File: src/rtl/n101_pllcfg_icb_seq.sv
// -----------------------------------------------------------------------------
// n101_pllcfg_icb_seq
//
// ICB initiator that brings up the HCLK generator on request. After an
// accepted start it walks the hclkgen register slave through:
//   W0  HFXOSC enable            (0x004 <= 0x4000_0000)
//   wait XOSC_WAIT cycles
//   W1  PLL dividers, bypass=1   (0x008 <= 0x0004_0000 | P)
//   wait LOCK_WAIT cycles
//   W2  output divider           (0x00C <= outdivby1<<8 | outdiv)
//   W3  leave bypass             (0x008 <= P)
//   R4  read back PLLCFG         (0x008), err if rdata != P
// where P = OD<<13 | M<<5 | N taken from the copies latched at start.
//
// Ports
//   clk, rst_n           clock, synchronous active-low reset
//   start                one-cycle request, accepted only when idle
//   cfg_N/M/OD/outdiv/outdivby1  PLL settings, latched on accepted start
//   busy                 high from the cycle after start until the DONE cycle
//   done, err            sticky status, cleared by the next accepted start
//   o_icb_cmd_*          ICB command channel (initiator side)
//   o_icb_rsp_*          ICB response channel, rsp_ready tied high
//   dbg_state_o          current FSM state, for observation only
//
// Handshake semantics: a command transfers in the cycle where cmd_valid and
// cmd_ready are both 1. cmd_valid/addr/read/wdata are registered, raised on
// state entry and held unchanged until that transfer; cmd_valid drops the
// cycle after it. Exactly one transaction is outstanding from the transfer
// cycle until the first cycle (the transfer cycle included) with
// rsp_valid=1; that response is consumed and the FSM advances. rsp_valid
// while nothing is outstanding is ignored.
// -----------------------------------------------------------------------------
module n101_pllcfg_icb_seq #(
  parameter int CNT_W     = 16,
  parameter int XOSC_WAIT = 1024,
  parameter int LOCK_WAIT = 4096
) (
  input  logic        clk,
  input  logic        rst_n,
  input  logic        start,
  input  logic [4:0]  cfg_N,
  input  logic [7:0]  cfg_M,
  input  logic [1:0]  cfg_OD,
  input  logic [5:0]  cfg_outdiv,
  input  logic        cfg_outdivby1,
  output logic        busy,
  output logic        done,
  output logic        err,
  output logic        o_icb_cmd_valid,
  input  logic        o_icb_cmd_ready,
  output logic [11:0] o_icb_cmd_addr,
  output logic        o_icb_cmd_read,
  output logic [31:0] o_icb_cmd_wdata,
  input  logic        o_icb_rsp_valid,
  output logic        o_icb_rsp_ready,
  input  logic [31:0] o_icb_rsp_rdata,
  output logic [3:0]  dbg_state_o
);

  typedef enum logic [3:0] {
    S_IDLE  = 4'd0,
    S_W0    = 4'd1,
    S_XWAIT = 4'd2,
    S_W1    = 4'd3,
    S_LWAIT = 4'd4,
    S_W2    = 4'd5,
    S_W3    = 4'd6,
    S_R4    = 4'd7,
    S_DONE  = 4'd8
  } state_e;

  // Counters run from WAIT-1 down to 0, so a state spends exactly WAIT cycles.
  localparam logic [CNT_W-1:0] XW_LOAD = CNT_W'(XOSC_WAIT - 1);
  localparam logic [CNT_W-1:0] LW_LOAD = CNT_W'(LOCK_WAIT - 1);

  localparam logic [11:0] A_HFXOSC = 12'h004;
  localparam logic [11:0] A_PLLCFG = 12'h008;
  localparam logic [11:0] A_OUTDIV = 12'h00C;

  state_e            state_q, state_d;
  logic              busy_q, busy_d;
  logic              done_q, done_d;
  logic              err_q, err_d;
  logic              cmd_valid_q, cmd_valid_d;
  logic [11:0]       cmd_addr_q, cmd_addr_d;
  logic              cmd_read_q, cmd_read_d;
  logic [31:0]       cmd_wdata_q, cmd_wdata_d;
  logic              pend_q, pend_d;
  logic [CNT_W-1:0]  cnt_q, cnt_d;
  logic [4:0]        n_q, n_d;
  logic [7:0]        m_q, m_d;
  logic [1:0]        od_q, od_d;
  logic [5:0]        outdiv_q, outdiv_d;
  logic              by1_q, by1_d;

  logic              cmd_hs;
  logic              rsp_take;
  logic [31:0]       pllcfg_w;

  // PLLCFG value without bypass; bits 31..15 are always zero.
  assign pllcfg_w = {17'd0, od_q, m_q, n_q};

  assign cmd_hs = cmd_valid_q & o_icb_cmd_ready;
  // A response may arrive in the handshake cycle itself (pend_q not yet set).
  assign rsp_take = o_icb_rsp_valid & (pend_q | cmd_hs);

  always_comb begin
    state_d     = state_q;
    busy_d      = busy_q;
    done_d      = done_q;
    err_d       = err_q;
    cmd_valid_d = cmd_valid_q;
    cmd_addr_d  = cmd_addr_q;
    cmd_read_d  = cmd_read_q;
    cmd_wdata_d = cmd_wdata_q;
    pend_d      = pend_q;
    cnt_d       = cnt_q;
    n_d         = n_q;
    m_d         = m_q;
    od_d        = od_q;
    outdiv_d    = outdiv_q;
    by1_d       = by1_q;

    if (cmd_hs) begin
      cmd_valid_d = 1'b0;
      pend_d      = 1'b1;
    end
    if (rsp_take) begin
      pend_d = 1'b0;
    end

    unique case (state_q)
      S_IDLE: begin
        if (start) begin
          n_d         = cfg_N;
          m_d         = cfg_M;
          od_d        = cfg_OD;
          outdiv_d    = cfg_outdiv;
          by1_d       = cfg_outdivby1;
          done_d      = 1'b0;
          err_d       = 1'b0;
          busy_d      = 1'b1;
          state_d     = S_W0;
          cmd_valid_d = 1'b1;
          cmd_addr_d  = A_HFXOSC;
          cmd_read_d  = 1'b0;
          cmd_wdata_d = 32'h4000_0000;
        end
      end
      S_W0: begin
        if (rsp_take) begin
          state_d = S_XWAIT;
          cnt_d   = XW_LOAD;
        end
      end
      S_XWAIT: begin
        if (cnt_q == '0) begin
          state_d     = S_W1;
          cmd_valid_d = 1'b1;
          cmd_addr_d  = A_PLLCFG;
          cmd_read_d  = 1'b0;
          cmd_wdata_d = 32'h0004_0000 | pllcfg_w;
        end else begin
          cnt_d = cnt_q - CNT_W'(1);
        end
      end
      S_W1: begin
        if (rsp_take) begin
          state_d = S_LWAIT;
          cnt_d   = LW_LOAD;
        end
      end
      S_LWAIT: begin
        if (cnt_q == '0) begin
          state_d     = S_W2;
          cmd_valid_d = 1'b1;
          cmd_addr_d  = A_OUTDIV;
          cmd_read_d  = 1'b0;
          cmd_wdata_d = {23'd0, by1_q, 2'b00, outdiv_q};
        end else begin
          cnt_d = cnt_q - CNT_W'(1);
        end
      end
      S_W2: begin
        if (rsp_take) begin
          state_d     = S_W3;
          cmd_valid_d = 1'b1;
          cmd_addr_d  = A_PLLCFG;
          cmd_read_d  = 1'b0;
          cmd_wdata_d = pllcfg_w;
        end
      end
      S_W3: begin
        if (rsp_take) begin
          state_d     = S_R4;
          cmd_valid_d = 1'b1;
          cmd_addr_d  = A_PLLCFG;
          cmd_read_d  = 1'b1;
          cmd_wdata_d = 32'd0;
        end
      end
      S_R4: begin
        if (rsp_take) begin
          state_d = S_DONE;
          busy_d  = 1'b0;
          done_d  = 1'b1;
          err_d   = (o_icb_rsp_rdata != pllcfg_w);
        end
      end
      S_DONE: begin
        state_d = S_IDLE;
      end
      default: begin
        state_d     = S_IDLE;
        busy_d      = 1'b0;
        cmd_valid_d = 1'b0;
        pend_d      = 1'b0;
      end
    endcase
  end

  always_ff @(posedge clk) begin
    if (!rst_n) begin
      state_q     <= S_IDLE;
      busy_q      <= 1'b0;
      done_q      <= 1'b0;
      err_q       <= 1'b0;
      cmd_valid_q <= 1'b0;
      cmd_addr_q  <= 12'd0;
      cmd_read_q  <= 1'b0;
      cmd_wdata_q <= 32'd0;
      pend_q      <= 1'b0;
      cnt_q       <= '0;
      n_q         <= 5'd0;
      m_q         <= 8'd0;
      od_q        <= 2'd0;
      outdiv_q    <= 6'd0;
      by1_q       <= 1'b0;
    end else begin
      state_q     <= state_d;
      busy_q      <= busy_d;
      done_q      <= done_d;
      err_q       <= err_d;
      cmd_valid_q <= cmd_valid_d;
      cmd_addr_q  <= cmd_addr_d;
      cmd_read_q  <= cmd_read_d;
      cmd_wdata_q <= cmd_wdata_d;
      pend_q      <= pend_d;
      cnt_q       <= cnt_d;
      n_q         <= n_d;
      m_q         <= m_d;
      od_q        <= od_d;
      outdiv_q    <= outdiv_d;
      by1_q       <= by1_d;
    end
  end

  assign busy            = busy_q;
  assign done            = done_q;
  assign err             = err_q;
  assign o_icb_cmd_valid = cmd_valid_q;
  assign o_icb_cmd_addr  = cmd_addr_q;
  assign o_icb_cmd_read  = cmd_read_q;
  assign o_icb_cmd_wdata = cmd_wdata_q;
  assign o_icb_rsp_ready = 1'b1;
  assign dbg_state_o     = state_q;

endmodule
File: config.mk
export PLATFORM = sky130hd
export DESIGN_NAME = n101_pllcfg_icb_seq
export DESIGN_NICKNAME = d
export VERILOG_FILES = /design/src/rtl/n101_pllcfg_icb_seq.sv
export SDC_FILE = /design/constraint.sdc
export NUM_CORES = 1
export LEC_CHECK = 0
export CAP_MARGIN = 15
export CELL_PAD_IN_SITES_DETAIL_PLACEMENT = 2
export CELL_PAD_IN_SITES_GLOBAL_PLACEMENT = 2
export CORE_MARGIN = 3
export CORE_UTILIZATION = 28
export CTS_BUF_LIST = sky130_fd_sc_hd__clkbuf_8 sky130_fd_sc_hd__clkbuf_16
export DETAILED_ROUTE_END_ITERATION = 12
export PLACE_DENSITY_LB_ADDON = 0.15
export SYNTH_ARGS = -nofsm -noshare
export SYNTH_HDL_FRONTEND = slang
export SYNTH_SLANG_ARGS = --single-unit
File: constraint.sdc
create_clock -name clk -period 4.1 [get_ports clk]
set_input_delay 1.025 -clock clk [delete_from_list [all_inputs] [get_ports clk]]
set_output_delay 1.025 -clock clk [all_outputs]
set_load 0.005 [all_outputs]
# == Word level (Yosys, flattened, before mapping) ==
# Cells that the tools add are included.
# totals
ff_bits,92
latch_bits,0
ramBits,0
rom_bits,0
out_inout_bits,54
elab_cells,102
memories,0
# op_classes
n_addsub,1
n_mul,0
n_div,0
order_cmp,0
eq_ne,20
shifts,0
mux,39
bitwise_logic,6
reduce_logical,21
# ops
operator,count
$mux W32,5
$pmux W32 S5,1
$mux W12,4
$mux W16,3
$pmux W12 S4,1
$pmux W16 S3,1
$mux W4,8
$ne A32 B15 Y1,1
$pmux W4 S8,1
$ne A2 B2 Y1 const B,9
$eq A4 B3 Y1 const B,4
$logic_not A16 Y1,1
$sub A16 B1 Y16 const B,1
$mux W1,10
$reduce_and A5 Y1,2
$reduce_or A9 Y1,1
$eq A4 B2 Y1 const B,2
$pmux W1 S4,2
$reduce_and A8 Y1,1
$reduce_bool A4 Y1,2
$reduce_or A7 Y1,1
$reduce_and A3 Y1,2
$reduce_and A6 Y1,1
$reduce_bool A5 Y1,1
16 further kinds,22

# == Logic depth before layout (Yosys ltp) ==
# logic_depth
depth_word,5
mapped_depth,8
mapped_depth_nobuf,7

# == Least setup slack after synthesis ==
# Ideal clock, no wire load.
# synth_timing
path_kind,input port to flip-flop
from,in o_icb_cmd_ready
to,reg cnt_q[13]
setup_ns,0.070
t_arrival_ns,2.406
required_time_ns,4.030
path_slack_ns,1.624
stages,6
path_cell_list,a21oi_1 -> nor4_4 -> nor2_2 -> buf_2 -> or4_1 -> a21oi_1
# synth_between
elab_chain_len,5
elab_cells_between_ends,6
classes_between,2 x eq/ne; 3 x bitwise; 1 x reduce/logical
# synth_rtl
item,line,text
start: declaration,50,"input logic o_icb_cmd_ready,"
$and A1 B1 Y1 (*),103,assign cmd_hs = cmd_valid_q & o_icb_cmd_ready;
$or A1 B1 Y1 (*),105,assign rsp_take = o_icb_rsp_valid & (pend_q | cmd_hs);
$and A1 B1 Y1 (*),105,
$ne A2 B2 Y1 (no source line),-,
$reduce_and A4 Y1 (no source line) (*),-,
end signal: assignment,249,cnt_q <= cnt_d;
end: declaration,89,"logic [CNT_W-1:0] cnt_q, cnt_d;"
# Every way passes the cells marked *; elsewhere a longest branch is shown, timed or not.
# A chain may end at the register's enable or synchronous reset.

# == Worst setup path in the final report ==
# layout_timing
from,reg state_q[0] (netlist: dbg_state_o[0])
to,out dbg_state_o[0]
# layout_lines
item,line,text
start: declaration,80,"state_e state_q, state_d;"
start signal: assignment,240,state_q <= state_d;
end: declaration,57,output logic [3:0] dbg_state_o
# No word-level cell between the ends.

==> metrics.md <==
| Metric | Value |
|---|---|
| Post-synth EDFFs | `0` |
| Max VDD drop | `0.0002455 V` |
| Reg2reg start | `cnt_q[0]` |
| Crit-path max FO | `20` |
| R2r setup slk | `1460 ps` |
| Lkg Pwr | `1.757 nW` |
| CORE AREA | `0.01216 mm^2` |
| Setup bufs post-CTS | `0` |
| HP Class | `flop to flop` |
| Crit path buf inv count | `1` |
| Final #Nets | `563` |
| Commonest non-fill, non-tap cell in the layout | `nand2_1` |
| Synth area leader | `dfxtp_1` |
| Synth warn | `0` |
| WL per Instance | `17.31 um` |
| CTS clk-pin slew, worst paths | `60 ps` |
| Cts repair resizes | `0` |
| Fin. Hold Viols | `0` |
| Register-to-Register Path Depth | `8` |
| Post-synth top flop | `dfxtp_1` |
| IO Pins | `113` |
| Setup crit start kind | `flop` |
| Die Ht | `118.4 um` |
| CTS buffer count | `9` |
| Routability congestion estimate | `0.7679` |
| CP delay by family, top | `flip-flops` |
| Largest net degree at the start of global routing | `42` |
| Sequential share of power | `0.310` |
| Met2 Usage GRT | `0.3162` |
| Dpl hpwl | `8523 um` |
| RSZ-0062 raised after global routing | `no` |
| Multi-input gate area | `0.001952 mm^2` |
| Die area | `0.01401 mm^2` |
| Synthesized instance count | `427` |
| CTS H-tree lvls | `3` |
| Vias in the first global route | `3,559` |
| First-pass DRT Iterations | `4` |
| IO Port Bufs | `86` |
| Detailed-route vias per instance | `4.883` |
| Die width | `118.4 um` |
| Post-synthesis cell type count | `59` |
| WHS Path Cells | `2` |
| Clock Sinks | `67` |
| Sequential element share of the synthesized area | `0.3793` |
| DR iter-0 viols | `133` |
| Switching Share | `0.4137` |
| Worst hold margin | `460.7 ps` |
| Slew Limit Fails | `0` |
| Shortest period the worst path allows | `2918 ps` |
| GRT Max-Usage Layer | `met2` |
| Ys async rst share | `0` |
| Levels on crit path | `1` |
| Reg area | `0.001341 mm^2` |
| Switching Power | `1.311 mW` |
| ANT cells | `0` |
| Critical Path Sink Type | `primary output` |
| Slew Limit Headroom | `0.3971` |
| Grt total ovfl | `0` |
| Met1 usage | `0.1996` |
| Hold path startpoint | `outdiv_q[5]` |
| CTS root buf | `clkbuf_16` |
| Reg2reg end | `o_icb_cmd_wdata[30]` |
| Share of cells above drive strength 1 | `0.07087` |
| Register bit total from synthesis | `67` |
| Crit-path cells | `clkdlybuf4s50_1` |
| Area contributors post-synth | `dfxtp_1 38%, nand2_1 9.6%, mux2i_1 6.5%, buf_4 5.7%, a21oi_1 5.1%` |
| Worst Clk Skew | `8.700 ps` |
| Combinational power share | `0.440` |
| CTS Hold Buffers Added | `0` |
| Commonest cells after routing, fill and taps aside | `90 x nand2_1, 86 x clkdlybuf4s50_1, 67 x dfxtp_1` |
| Clock power share | `0.250` |
| First-pass GRT wire length | `19,260 um` |
| Maximum capacitance violations | `0` |
| Syn Std Cell Area | `0.003536 mm^2` |
| Internal power | `1.858 mW` |
| GR Util All Layers | `0.1730` |
| DRC viols | `0` |
| Antenna violations before repair | `0` |
| Filler instances | `1,396` |
| F_max | `0.3427 GHz` |
| Top cell type's share of synthesized area | `0.3793` |
| Worst Max-Slew Pin Slew | `903.2 ps` |
| Synthesized area per cell | `8.281 um^2` |
| Setup TNS | `0 ps` |
| Detail Route Antenna Nets | `0` |
| WHS Endpoint | `outdiv_q[5]` |
| Critical Setup Path Class | `flop to primary output` |
| Worst-Skew Late Latency | `330 ps` |
| CP required | `3070 ps` |
| Total wire length | `11,700 um` |
| Period utilisation layout | `0.7116` |
| Row count | `40` |
| Largest stage delay, worst path | `910 ps` |
| Routed vias | `3,301` |
| Post-layout util | `0.3898` |
| Longest Clk Path Bufs | `2` |
| Area delta synth->final | `34.08%` |
| CTS tree | `built` |
| Slowest CP cell | `dfxtp_1` |
| CP arrival | `1890 ps` |
| Finish-stage setup viols | `0` |
| Initial core utilization | `0.2907` |
| Routing usage on met3 | `0.04593` |
| P per Cell Area | `668.3 mW/mm^2` |
| Status | `completed` |
[area by class of cell]
cell class / count / area share
flip-flops and latches: 67 / 0.2829
repair buffers: 93 / 0.1927
clock inverters: 5 / 0.01108
clock buffers: 11 / 0.05331
multi-input cells: 327 / 0.4117
well taps: 168 / 0.04434
inverters: 5 / 0.003959
[flip-flops by register name, summed over array words and instances (netlist names)]
name             count
outdiv_q             6
o_icb_cmd_wdata     17
m_q                  8
done                 1
pend_q               1
od_q                 2
o_icb_cmd_valid      1
o_icb_cmd_addr       2
busy                 1
cnt_q               16
o_icb_cmd_read       1
err                  1
by1_q                1
dbg_state_o          4
n_q                  5
[worst max path at each step]
stage / start / endpoint / slack, ps
after global placement: o_icb_cmd_ready / cnt_q[14] / 1120
after CTS: dbg_state_o[0] / dbg_state_o[0] / 1160
after detailed placement: o_icb_rsp_valid / cnt_q[3] / 1010
after global routing: dbg_state_o[0] / dbg_state_o[0] / 1070
after floorplan: o_icb_cmd_ready / cnt_q[13] / 1620
final: dbg_state_o[0] / dbg_state_o[0] / 1180
[cells in the mapped netlist (2+ instances only)]
library cell / n
o31ai_1: 5
nor2b_1: 2
o41ai_1: 2
o21ai_0: 11
nor4_1: 5
nor2_1: 13
or4_1: 4
mux2i_1: 23
nor4_4: 2
a2111o_1: 2
buf_6: 3
dfxtp_1: 67
nand4_1: 9
nor3b_1: 3
nand4b_1: 2
buf_4: 27
xor2_1: 5
xnor2_1: 12
or2_2: 2
a211oi_1: 6
a21oi_1: 36
inv_1: 4
a22o_1: 2
and2_1: 4
clkbuf_1: 16
a21o_1: 2
and4_1: 4
or3_1: 5
nand2b_1: 2
nand3_1: 7
nor3_1: 12
a31oi_1: 6
nand2_1: 90
buf_2: 5
o21ai_1: 2
conb_1: 2
[per-stage QoR]
step / power, mW / area [um^2] / setup slack (ps) / instances
after floorplan: 1.962 / 3626 / 1624 / 451
after detailed placement: 2.401 / 4436 / 1014 / 660
final: 3.168 / 4741 / 1182 / 676
after global placement: 2.340 / 4436 / 1124 / 660
after CTS: 3.211 / 4741 / 1158 / 676
after global routing: 3.425 / 4741 / 1071 / 676
[power groups by stage]
stage | logic, mW | registers, mW | clock network (mW)
after floorplan | 1.05 | 0.910 | 0
after global placement | 1.35 | 0.990 | 0
after detailed placement | 1.40 | 0.999 | 0
after CTS | 1.41 | 0.986 | 0.813
after global routing | 1.56 | 1.01 | 0.849
final | 1.39 | 0.982 | 0.792
[layer usage]
| metal | wire, um | vias to the layer above |
|---|---|---|
| li1 | - | 1602 |
| met5 | 0 | - |
| met1 | 4904 | 1617 |
| met2 | 6181 | 68 |
| met3 | 425 | 14 |
| met4 | 188 | 0 |
[cell families after synthesis]
family          count (synthesis)  share of synthesized area
buf+inv                        57                    0.09731
mux                            23                    0.06511
fa+ha+maj                       1                   0.003538
flops                          67                     0.3793
compound gates                 87                     0.1610
xor+xnor                       17                    0.04211
simple gates                  173                     0.2495
other cells                     2                   0.002124
Power figures use the tool's default switching activity.
